## src/rtl/mult_secuencial8b_pkg.sv

```systemverilog
// mult_secuencial8b_pkg
//   Shared constants and types for the sequential 8x8 shift-and-add multiplier.
//   WIDTH    : operand width (only 8 is supported; bound to Sum_instancia8b)
//   ITER_W   : width of the iteration counter (must hold 0..8)
//   TERM_CNT : number of add/shift iterations per product
//   state_e  : controller states IDLE / CALC / DONE
package mult_secuencial8b_pkg;

  localparam int WIDTH    = 8;
  localparam int ITER_W   = 4;
  localparam int TERM_CNT = 8;

  typedef enum logic [1:0] {
    IDLE = 2'd0,
    CALC = 2'd1,
    DONE = 2'd2
  } state_e;

endpackage

```

## src/rtl/mult_secuencial8b_adder.sv

```systemverilog
// Sum_instancia8b
//   The team's combinational 8-bit ripple adder, used as the multiplier's
//   single arithmetic resource.
//   E_1, E_2 : 8-bit addends
//   Cu       : carry-in
//   S_F      : 8-bit sum
//   Cos      : carry-out
module Sum_instancia8b (
  input  logic [7:0] E_1,
  input  logic [7:0] E_2,
  input  logic       Cu,
  output logic [7:0] S_F,
  output logic       Cos
);

  assign {Cos, S_F} = 9'(E_1) + 9'(E_2) + 9'(Cu);

endmodule

```

## src/rtl/mult_secuencial8b.sv

```systemverilog
// mult_secuencial8b
//   Sequential 8x8 unsigned shift-and-add multiplier. One add/shift per clock,
//   16-bit product loaded into P after 8 iterations, with a one-cycle done pulse.
//   Optional build macro MULT_ZERO_BYPASS_EN: a zero operand skips CALC and
//   goes straight to DONE with P=0.
//
//   clk   : system clock, rising edge
//   rst_n : synchronous active-low reset
//   start : request, sampled only in IDLE
//   A, B  : multiplicand / multiplier, captured when start is accepted
//   busy  : high while iterating (CALC)
//   done  : one-cycle pulse, P valid from this cycle on
//   P     : product, holds the last result until the next one is loaded
module mult_secuencial8b #(
  parameter int WIDTH  = mult_secuencial8b_pkg::WIDTH,
  parameter int ITER_W = mult_secuencial8b_pkg::ITER_W
) (
  input  logic                 clk,
  input  logic                 rst_n,
  input  logic                 start,
  input  logic [WIDTH-1:0]     A,
  input  logic [WIDTH-1:0]     B,
  output logic                 busy,
  output logic                 done,
  output logic [2*WIDTH-1:0]   P
);

  import mult_secuencial8b_pkg::*;

  // The datapath is hard-wired to the 8-bit adder instance.
  if (WIDTH != 8) begin : g_width_check
    $error("mult_secuencial8b: only WIDTH=8 is supported");
  end

  state_e              state_q, state_d;
  logic [WIDTH-1:0]    m_q, m_d;
  logic [WIDTH-1:0]    acc_q, acc_d;
  logic [WIDTH-1:0]    q_q, q_d;
  logic                c_q, c_d;
  logic [ITER_W-1:0]   cnt_q, cnt_d;
  logic [2*WIDTH-1:0]  p_q, p_d;

  logic [WIDTH-1:0]    sum;
  logic                cout;
  logic                zero_bypass;

  Sum_instancia8b u_adder (
    .E_1 (acc_q),
    .E_2 (m_q),
    .Cu  (1'b0),
    .S_F (sum),
    .Cos (cout)
  );

`ifdef MULT_ZERO_BYPASS_EN
  assign zero_bypass = (A == '0) || (B == '0);
`else
  assign zero_bypass = 1'b0;
`endif

  always_comb begin
    // NOTE: every signal written here gets a default first, so no path leaves
    // one unassigned and no latch is inferred.
    state_d = state_q;
    m_d     = m_q;
    acc_d   = acc_q;
    q_d     = q_q;
    c_d     = c_q;
    cnt_d   = cnt_q;
    p_d     = p_q;

    unique case (state_q)
      IDLE: begin
        if (start) begin
          if (zero_bypass) begin
            p_d     = '0;
            state_d = DONE;
          end else begin
            m_d     = A;
            q_d     = B;
            acc_d   = '0;
            c_d     = 1'b0;
            cnt_d   = '0;
            state_d = CALC;
          end
        end
      end

      CALC: begin
        // The adder carry becomes the top bit of the shifted accumulator and
        // the bit shifted out of ACC enters the top of Q; after 8 steps
        // {ACC,Q} is the full product.
        if (q_q[0]) begin
          c_d   = cout;
          acc_d = {cout, sum[WIDTH-1:1]};
          q_d   = {sum[0], q_q[WIDTH-1:1]};
        end else begin
          c_d   = 1'b0;
          acc_d = {1'b0, acc_q[WIDTH-1:1]};
          q_d   = {acc_q[0], q_q[WIDTH-1:1]};
        end
        cnt_d = cnt_q + 1'b1;
        if (cnt_q == ITER_W'(TERM_CNT - 1)) begin
          p_d     = {acc_d, q_d};
          state_d = DONE;
        end
      end

      DONE: state_d = IDLE;

      default: state_d = IDLE;
    endcase
  end

  always_ff @(posedge clk) begin
    // NOTE: sequential state uses non-blocking assignments; the reset is
    // sampled on the clock edge, not asynchronously.
    if (!rst_n) begin
      state_q <= IDLE;
      m_q     <= '0;
      acc_q   <= '0;
      q_q     <= '0;
      c_q     <= 1'b0;
      cnt_q   <= '0;
      p_q     <= '0;
    end else begin
      state_q <= state_d;
      m_q     <= m_d;
      acc_q   <= acc_d;
      q_q     <= q_d;
      c_q     <= c_d;
      cnt_q   <= cnt_d;
      p_q     <= p_d;
    end
  end

  // Outputs decode directly from registers only.
  assign busy = (state_q == CALC);
  assign done = (state_q == DONE);
  assign P    = p_q;

endmodule

```

## config.mk

```make
export PLATFORM = sky130hd
export DESIGN_NAME = mult_secuencial8b
export DESIGN_NICKNAME = d
export VERILOG_FILES = /design/src/rtl/mult_secuencial8b_pkg.sv /design/src/rtl/mult_secuencial8b_adder.sv /design/src/rtl/mult_secuencial8b.sv
export SDC_FILE = /design/constraint.sdc
export NUM_CORES = 1
export LEC_CHECK = 0
export CAP_MARGIN = 10
export CORE_ASPECT_RATIO = 0.5
export CORE_UTILIZATION = 45
export DETAILED_ROUTE_END_ITERATION = 10
export GPL_TIMING_DRIVEN = 0
export PLACE_DENSITY = 0.72
export SETUP_SLACK_MARGIN = 0.4
export SLEW_MARGIN = 20
export SYNTH_ARGS = -nofsm -noshare
export SYNTH_HDL_FRONTEND = slang
export SYNTH_SLANG_ARGS = --single-unit
```

## constraint.sdc

```tcl
create_clock -name clk -period 1.6 [get_ports clk]
set_input_delay 0.32 -clock clk [delete_from_list [all_inputs] [get_ports clk]]
set_output_delay 0.32 -clock clk [all_outputs]
set_load 0.02 [all_outputs]
```

==> summary.md, run 1 <==
| Metric | Value |
|---|---|
| Outcome | `finished, violations left` |
| Failing checks | `setup timing` |
| Rel. slew slack | `44.2%` |
| CP Max Fanout | `3` |
| Hold Path Depth | `2` |
| Final HPWL DP | `3.89 mm` |
| # diodes | `0` |
| Routed Antenna Nets | `0` |
| Setup ws final | `-0.153 ns` |
| Post-synth EDFFs | `0` |
| Max Buffers Root-to-Sink | `2` |
| Row count | `17` |
| H-tree level count | `2` |
| Port bufs | `36` |
| Slowest stage delay, CP | `0.37 ns` |
| P_int | `1960 µW` |
| HP Start | `P[6]$_SDFFE_PN0P_` |
| Share of layout cells above drive strength 1 | `53.6%` |
| TritonCTS clock tree | `yes` |
| Register area share after synthesis | `42.7%` |
| Routed WL per cell | `18.7 µm` |
| DRC Markers | `0` |
| RSZ-0062 raised after global routing | `yes` |
| Leakage power | `0.00147 µW` |
| R2R Path End | `acc_q[1]$_SDFFE_PN0P_` |
| Largest family of logic cells by synthesized area | `simple AND/OR/NAND/NOR gates` |
| Post-Syn Area | `0.00215 mm²` |
| Post-route cell area | `0.00369 mm²` |
| Die height | `50.9 µm` |
| Min-delay worst type | `register to register` |
| Slew @ Worst Pin | `0.837 ns` |
| Synth Area in Compound Gates | `20.8%` |
| Initial DRT Pass Iterations | `4` |
| Synth top area cells | `dfxtp_1, nand2_1, a21oi_1` |
| Clock latency on the worst-skew pair | `0.31 ns` |
| Most common cell in the synthesized netlist | `dfxtp_1` |
| Share of flip-flops with an asynchronous set or reset | `0%` |
| Seq pwr share | `44.9%` |
| Root Buffer | `clkbuf_8` |
| Vias in the first global route | `2127` |
| Final wirelength | `7.53 mm` |
| GR Util All Layers | `27.6%` |
| Register bit count reported by yosys | `46` |
| CP required | `1.78 ns` |
| Clock transition at path regs | `0.09 ns` |
| Synthesis-to-finish area growth | `71.3%` |
| Critical R2R Launch | `acc_q[0]$_SDFFE_PN0P_` |
| Post-cts hold buffer count | `0` |
| FMAX | `570 MHz` |
| Minimum clock period | `1.75 ns` |
| VDD IR-drop max | `0.429 mV` |
| Logic pwr share | `22.3%` |
| Most frequent cells after synthesis | `dfxtp_1, nand2_1, nor2_1` |
| Skew final | `0.00708 ns` |
| Die area | `0.00509 mm²` |
| Tcrit/Tclk final | `110%` |
| Worst-path cell chain | `ha_4, fa_2, buf_4, buf_6, xnor2_4, a211oi_2, a31oi_1, nor2_1` |
| R2r setup slk | `-0.15 ns` |
| TritonCTS buffer count | `5` |
| Reg2Reg Depth | `8` |
| Largest net degree at the start of global routing | `16` |
| Net Sw Frac | `28.9%` |
| CP max-delay cell | `dfxtp_4` |
| Main synth FF type | `dfxtp_1` |
| Simple-gate share of the synthesized area | `21.5%` |
| PD cells | `749 mW/mm²` |
| First-pass GRT wire length | `10.4 mm` |
| Via density | `5.64` |
| Crit. End Element | `register` |
| Count of unique library cells instantiated by Yosys | `42` |
| Final max-slew violation count | `0` |
| DP Area | `0.00273 mm²` |
| Synth top area share | `42.7%` |
| Max-Cap Viols | `0` |
| DR vias | `2267` |
| Global route overflow | `0` |
| Sink Count | `46` |
| Worst slack, placed | `-0.296 ns` |
| Core Area | `0.00449 mm²` |
| CP Launch Point | `acc_q[0]$_SDFFE_PN0P_` |
| CP Data Arrival Time | `1.93 ns` |
| Synth Area in Adders | `6.16%` |
| Post-synth net total | `288` |
| WHS Endpoint | `P[6]$_SDFFE_PN0P_` |
| Post-synthesis mux area share | `2.32%` |
| DRT iter0 DRCs | `154` |
| Syn. warnings | `0` |
| Avg Cell Area, Syn | `8.32 µm²` |
| Endpoints failing setup | `8` |
| Die X | `99.9 µm` |
| I/O pin total | `37` |
| Clock power share | `32.7%` |
| WS Path Type | `register to register` |
| Initial antenna violation count | `0` |
| Synth Area in XOR/XNOR | `1.63%` |
| GPL Wtd Cong | `0.812` |
| Hold Vio Cnt, Final | `0` |
| Nets | `364` |
| Min Hold Slack | `0.458 ns` |
| Starting Density | `48.0%` |
| Worst Setup Start Kind | `register` |
| Post-Syn Instances | `259` |
| Net Switching | `797 µW` |
| Synth area leader | `dfxtp_1` |
[timing repair]
item                       in CTS  in global routing
setup endpoints to repair      63                 49
gates resized for setup       183                 64
pin swaps                      60                 41
cloned                          3                  1
setup buffers                  19                 10
[how the worst max path moves through the flow]
stage / endpoint / slack (ns) / cells past startpoint
floorplan: P[13]$_SDFFE_PN0P_ / -0.02 / 7
global placement: m_q[0]$_SDFFE_PN0P_ / -0.25 / 5
detailed placement: m_q[3]$_SDFFE_PN0P_ / -0.30 / 5
CTS: P[11]$_SDFFE_PN0P_ / -0.1 / 7
global route: acc_q[1]$_SDFFE_PN0P_ / -0.20 / 8
finish: acc_q[1]$_SDFFE_PN0P_ / -0.15 / 8
[sequential cells by signal, summed over array words and instances, names as in the netlist]
signal	flops
P	16
m_q	8
q_q	8
state_q	2
cnt_q	4
acc_q	8
[per-stage QoR]
stage / total power [µW] / std cells / utilization, % / TNS [ns]
final: 2760 / 402 / 82.2 / -0.808
after floorplan: 1450 / 259 / - / -0.0408
after detailed placement: 1570 / 361 / 60.7 / -6.45
after global placement: 1560 / 361 / 60.7 / -5.44
after CTS: 2620 / 391 / 75.0 / -0.421
after global routing: 2860 / 402 / 82.2 / -1.44
[power groups by stage]
stage / clock, µW / sequential, µW / combinational (µW)
final: 904 / 1240 / 617
after global placement: 0 / 1250 / 313
after CTS: 898 / 1230 / 492
after floorplan: 0 / 1240 / 213
after global routing: 968 / 1250 / 648
after detailed placement: 0 / 1250 / 320
[cells in the final DEF (no fill, tap or decap), types with 3 or more instances in the layout]
master	netlist	layout
a211oi_2	0	4
a21oi_2	0	17
o21a_1	5	5
o21ai_1	0	5
buf_8	0	10
buf_6	1	20
nor2_4	0	9
clkbuf_8	0	6
buf_2	4	16
o21ai_0	12	6
a21oi_1	28	11
dfxtp_4	0	6
nand3_1	10	8
buf_4	2	13
ha_4	0	6
nand2_1	39	19
a31oi_1	5	4
nor2_1	36	26
clkdlybuf4s50_1	0	17
nand2_4	0	12
o221ai_2	0	6
dfxtp_2	0	12
mux2i_1	5	4
nand4_1	3	3
dfxtp_1	46	28
nand2_2	0	8
[logic make-up after synthesis]
| logic type | Yosys count |
|---|---|
| DFF | 46 |
| xor gates and xnor gates | 4 |
| adders and majority gates | 10 |
| buffers and inverters | 20 |
| and+or+nand+nor | 103 |
| muxes | 5 |
| AOI/OAI and AO/OA | 71 |
[routing by layer]
layer  global-route usage [%]  share of wire [%]  vias up
li1                         -                  -     1059
met4                     10.5                2.1        0
met5                        0                  0        -
met1                     35.2                 44     1087
met2                     46.9                 47      101
met3                     5.47                7.7       20
[critical path, delay by kind of cell, from the launching register on]
| family | cells | cell delay (ns) |
|---|---|---|
| adders and majority gates | 2 | 0.52 |
| DFF | 1 | 0.37 |
| buffers and inverters | 2 | 0.26 |
| AOI/OAI and AO/OA | 2 | 0.24 |
| xor gates and xnor gates | 1 | 0.17 |
| and+or+nand+nor | 1 | 0.07 |
[area by class of cell]
class | instances | area [µm²]
Buffer | 18 | 230
Inverter | 2 | 12.5
Fill cell | 242 | 798
Sequential cell | 46 | 958
Clock inverter | 3 | 43.8
Multi-Input combinational cell | 193 | 1650
Tap cell | 66 | 82.6
Clock buffer | 5 | 68.8
Timing Repair Buffer | 69 | 641
Power figures use the tool's default switching activity.
==> inputs of run 2 (changes only) <==
PLACE_DENSITY = default   (was 0.72)
PLACE_DENSITY_LB_ADDON = 0.08   (was default)
==> run 2 against run 1 <==
  * Fmax shrank 3.5%
  * Design area grew 5.7%
  * Combinational power grew 6.3%
  * Setup slack lost 0.064 ns
  * Core utilization grew 4.7 points
  * Hold slack gained 0.015 ns
  * Final cell count grew 1.7%
  * Critical path depth shrank 1
  * Largest power group unchanged
  * Routed wire length grew 18%
  * The run still ends with setup timing left
  * Clock power shrank 11%
  * Via count grew 9.0%
==> summary.md, run 2 (synthesis gave the netlist of run 1 again) <==
| Metric | Value |
|---|---|
| Sink Count | `46 (unchanged)` |
| Final HPWL DP | `3.86 mm (-0.92%)` |
| Outcome | `finished, violations left` |
| I/O pin total | `37 (unchanged)` |
| Rel. slew slack | `71.9% (+28 points)` |
| Post-route cell area | `0.00390 mm² (+5.7%)` |
| Starting Density | `48.0% (unchanged)` |
| Die area | `0.00509 mm² (unchanged)` |
| # diodes | `0 (unchanged)` |
| VDD IR-drop max | `0.420 mV (-2.0%)` |
| DR vias | `2472 (+9.0%)` |
| Worst Setup Start Kind | `register` |
| Global route overflow | `0 (unchanged)` |
| GR Util All Layers | `30.0% (+2.3 points)` |
| Hold Path Depth | `2 (unchanged)` |
| Core Area | `0.00449 mm² (unchanged)` |
| Vias in the first global route | `2196 (+3.2%)` |
| Initial antenna violation count | `0 (unchanged)` |
| Via density | `6.04 (+7.2%)` |
| Post-cts hold buffer count | `0 (unchanged)` |
| Final Util | `86.9% (+4.7 points)` |
| Clock latency on the worst-skew pair | `0.33 ns (+0.02 ns)` |
| Minimum clock period | `1.82 ns (+0.0642 ns)` |
| Tcrit/Tclk final | `114% (+4.0 points)` |
| Most common cell after layout, fill and taps aside | `dfxtp_1` |
| H-tree level count | `2 (unchanged)` |
| Skew final | `0.0195 ns (+0.0125 ns)` |
| CP Data Arrival Time | `2.10 ns (+0.17 ns)` |
| RSZ-0062 raised after global routing | `yes` |
| Leakage power | `0.00152 µW (+3.3%)` |
| Routed WL per cell | `21.7 µm (+16%)` |
| Final wirelength | `8.87 mm (+18%)` |
| Final max-slew violation count | `0 (unchanged)` |
| GPL Wtd Cong | `0.812 (about the same)` |
| CP Max Fanout | `3 (unchanged)` |
| Die height | `50.9 µm (unchanged)` |
| DRT iter0 DRCs | `165 (+7.1%)` |
| Share of layout cells above drive strength 1 | `58.6% (+5.0 points)` |
| Crit. End Element | `register` |
| Endpoints failing setup | `8 (unchanged)` |
| Root Buffer | `clkbuf_8` |
| DRC Markers | `0 (unchanged)` |
| Pwr Total | `2700 µW (-2.2%)` |
| Nets | `371 (+1.9%)` |
| Row count | `17 (unchanged)` |
| Max-Cap Viols | `0 (unchanged)` |
| TritonCTS clock tree | `yes` |
| Min-delay worst type | `register to register` |
| Most frequent cells in the layout | `dfxtp_1, buf_6, nor2_1, a21oi_2, nand2_1` |
| TritonCTS buffer count | `5 (unchanged)` |
| Reg2Reg Depth | `7 (-1)` |
| Max FFs per register | `16 (unchanged)` |
| PD cells | `693 mW/mm² (-7.5%)` |
| Routed Antenna Nets | `0 (unchanged)` |
| Synthesis-to-finish area growth | `81.1%` |
| CP required | `1.88 ns (+0.10 ns)` |
| Die X | `99.9 µm (unchanged)` |
| Failing checks | `setup timing` |
| Slew @ Worst Pin | `0.409 ns (-0.427 ns)` |
| Clock transition at path regs | `0.11 ns (+0.02 ns)` |
| FMAX | `550 MHz (-3.5%)` |
| Setup ws final | `-0.217 ns (-0.0642 ns)` |
| DP Area | `0.00273 mm² (unchanged)` |
| Max Buffers Root-to-Sink | `2 (unchanged)` |
| Hold Vio Cnt, Final | `0 (unchanged)` |
| Largest net degree at the start of global routing | `17 (+1)` |
| Initial DRT Pass Iterations | `6 (+2)` |
| WS Path Type | `register to register` |
| Port bufs | `36 (unchanged)` |
| First-pass GRT wire length | `11.1 mm (+6.2%)` |
==> run 2: report_power, final <==
group	internal (µW)	switching, µW	total (µW)
sequential	1180	61.4	1240
clock	317	487	803
combinational	327	329	656
==> run 2: cell type report <==
class	instances	area, µm²
flip-flops and latches	46	960
well taps	66	82.6
clock buffers	5	68.8
plain buffers	18	230
repair buffers	76	771
clock inverters	3	25.0
inverters	2	15.0
multi-input cells	193	1750
fillers	207	587
==> run 2: stage by stage <==
stage                     hold slack (ns)  TNS [ns]  worst slack [ns]  instances
after global placement              0.442     -5.71            -0.250        361
after detailed placement            0.447     -6.58            -0.289        361
after CTS                           0.460    -0.705            -0.134        396
after global routing                0.483     -1.77            -0.262        409
after floorplan                     0.441   -0.0408           -0.0163        259
final                               0.473    -0.987            -0.217        409
==> run 2: path summary, 6_finish.rpt <==
path / from / to / slack (ns)
max: acc_q[0]$_SDFFE_PN0P_ / acc_q[5]$_SDFFE_PN0P_ / -0.22
min: P[3]$_SDFFE_PN0P_ / P[3]$_SDFFE_PN0P_ / 0.47
max reg2reg: acc_q[0]$_SDFFE_PN0P_ / acc_q[5]$_SDFFE_PN0P_ / -0.22
min reg2reg: P[3]$_SDFFE_PN0P_ / P[3]$_SDFFE_PN0P_ / 0.47
==> run 2: critical path: stages, from the launching register on <==
cell and delay, ns:
dfxtp_4 0.37, ha_4 0.16, fa_2 0.37, a21o_4 0.22, nand4_2 0.10, and2_4 0.20
mux2i_1 0.22, o21a_1 0.15
==> run 2: metal layers <==
metal	track usage [%]	part of all wire, %	up-vias
met3	11.2	9.7	40
met2	49.9	45	161
met5	0	0	-
met4	8.09	3.6	0
met1	36.8	41	1190
li1	-	-	1081
==> run 2: repair_timing <==
action,in CTS,in global routing
pin swaps,39,48
resized for setup,188,88
endpoints found under the setup margin,64,51
cloned,7,0
setup buffers,20,13
==> inputs of run 3 (changes only) <==
CTS_CLUSTER_SIZE = 20   (was default)
SLEW_MARGIN = 0   (was 20)
==> results of run 3 <==
The final DEF is identical to that of run 2; final timing and power are the same.
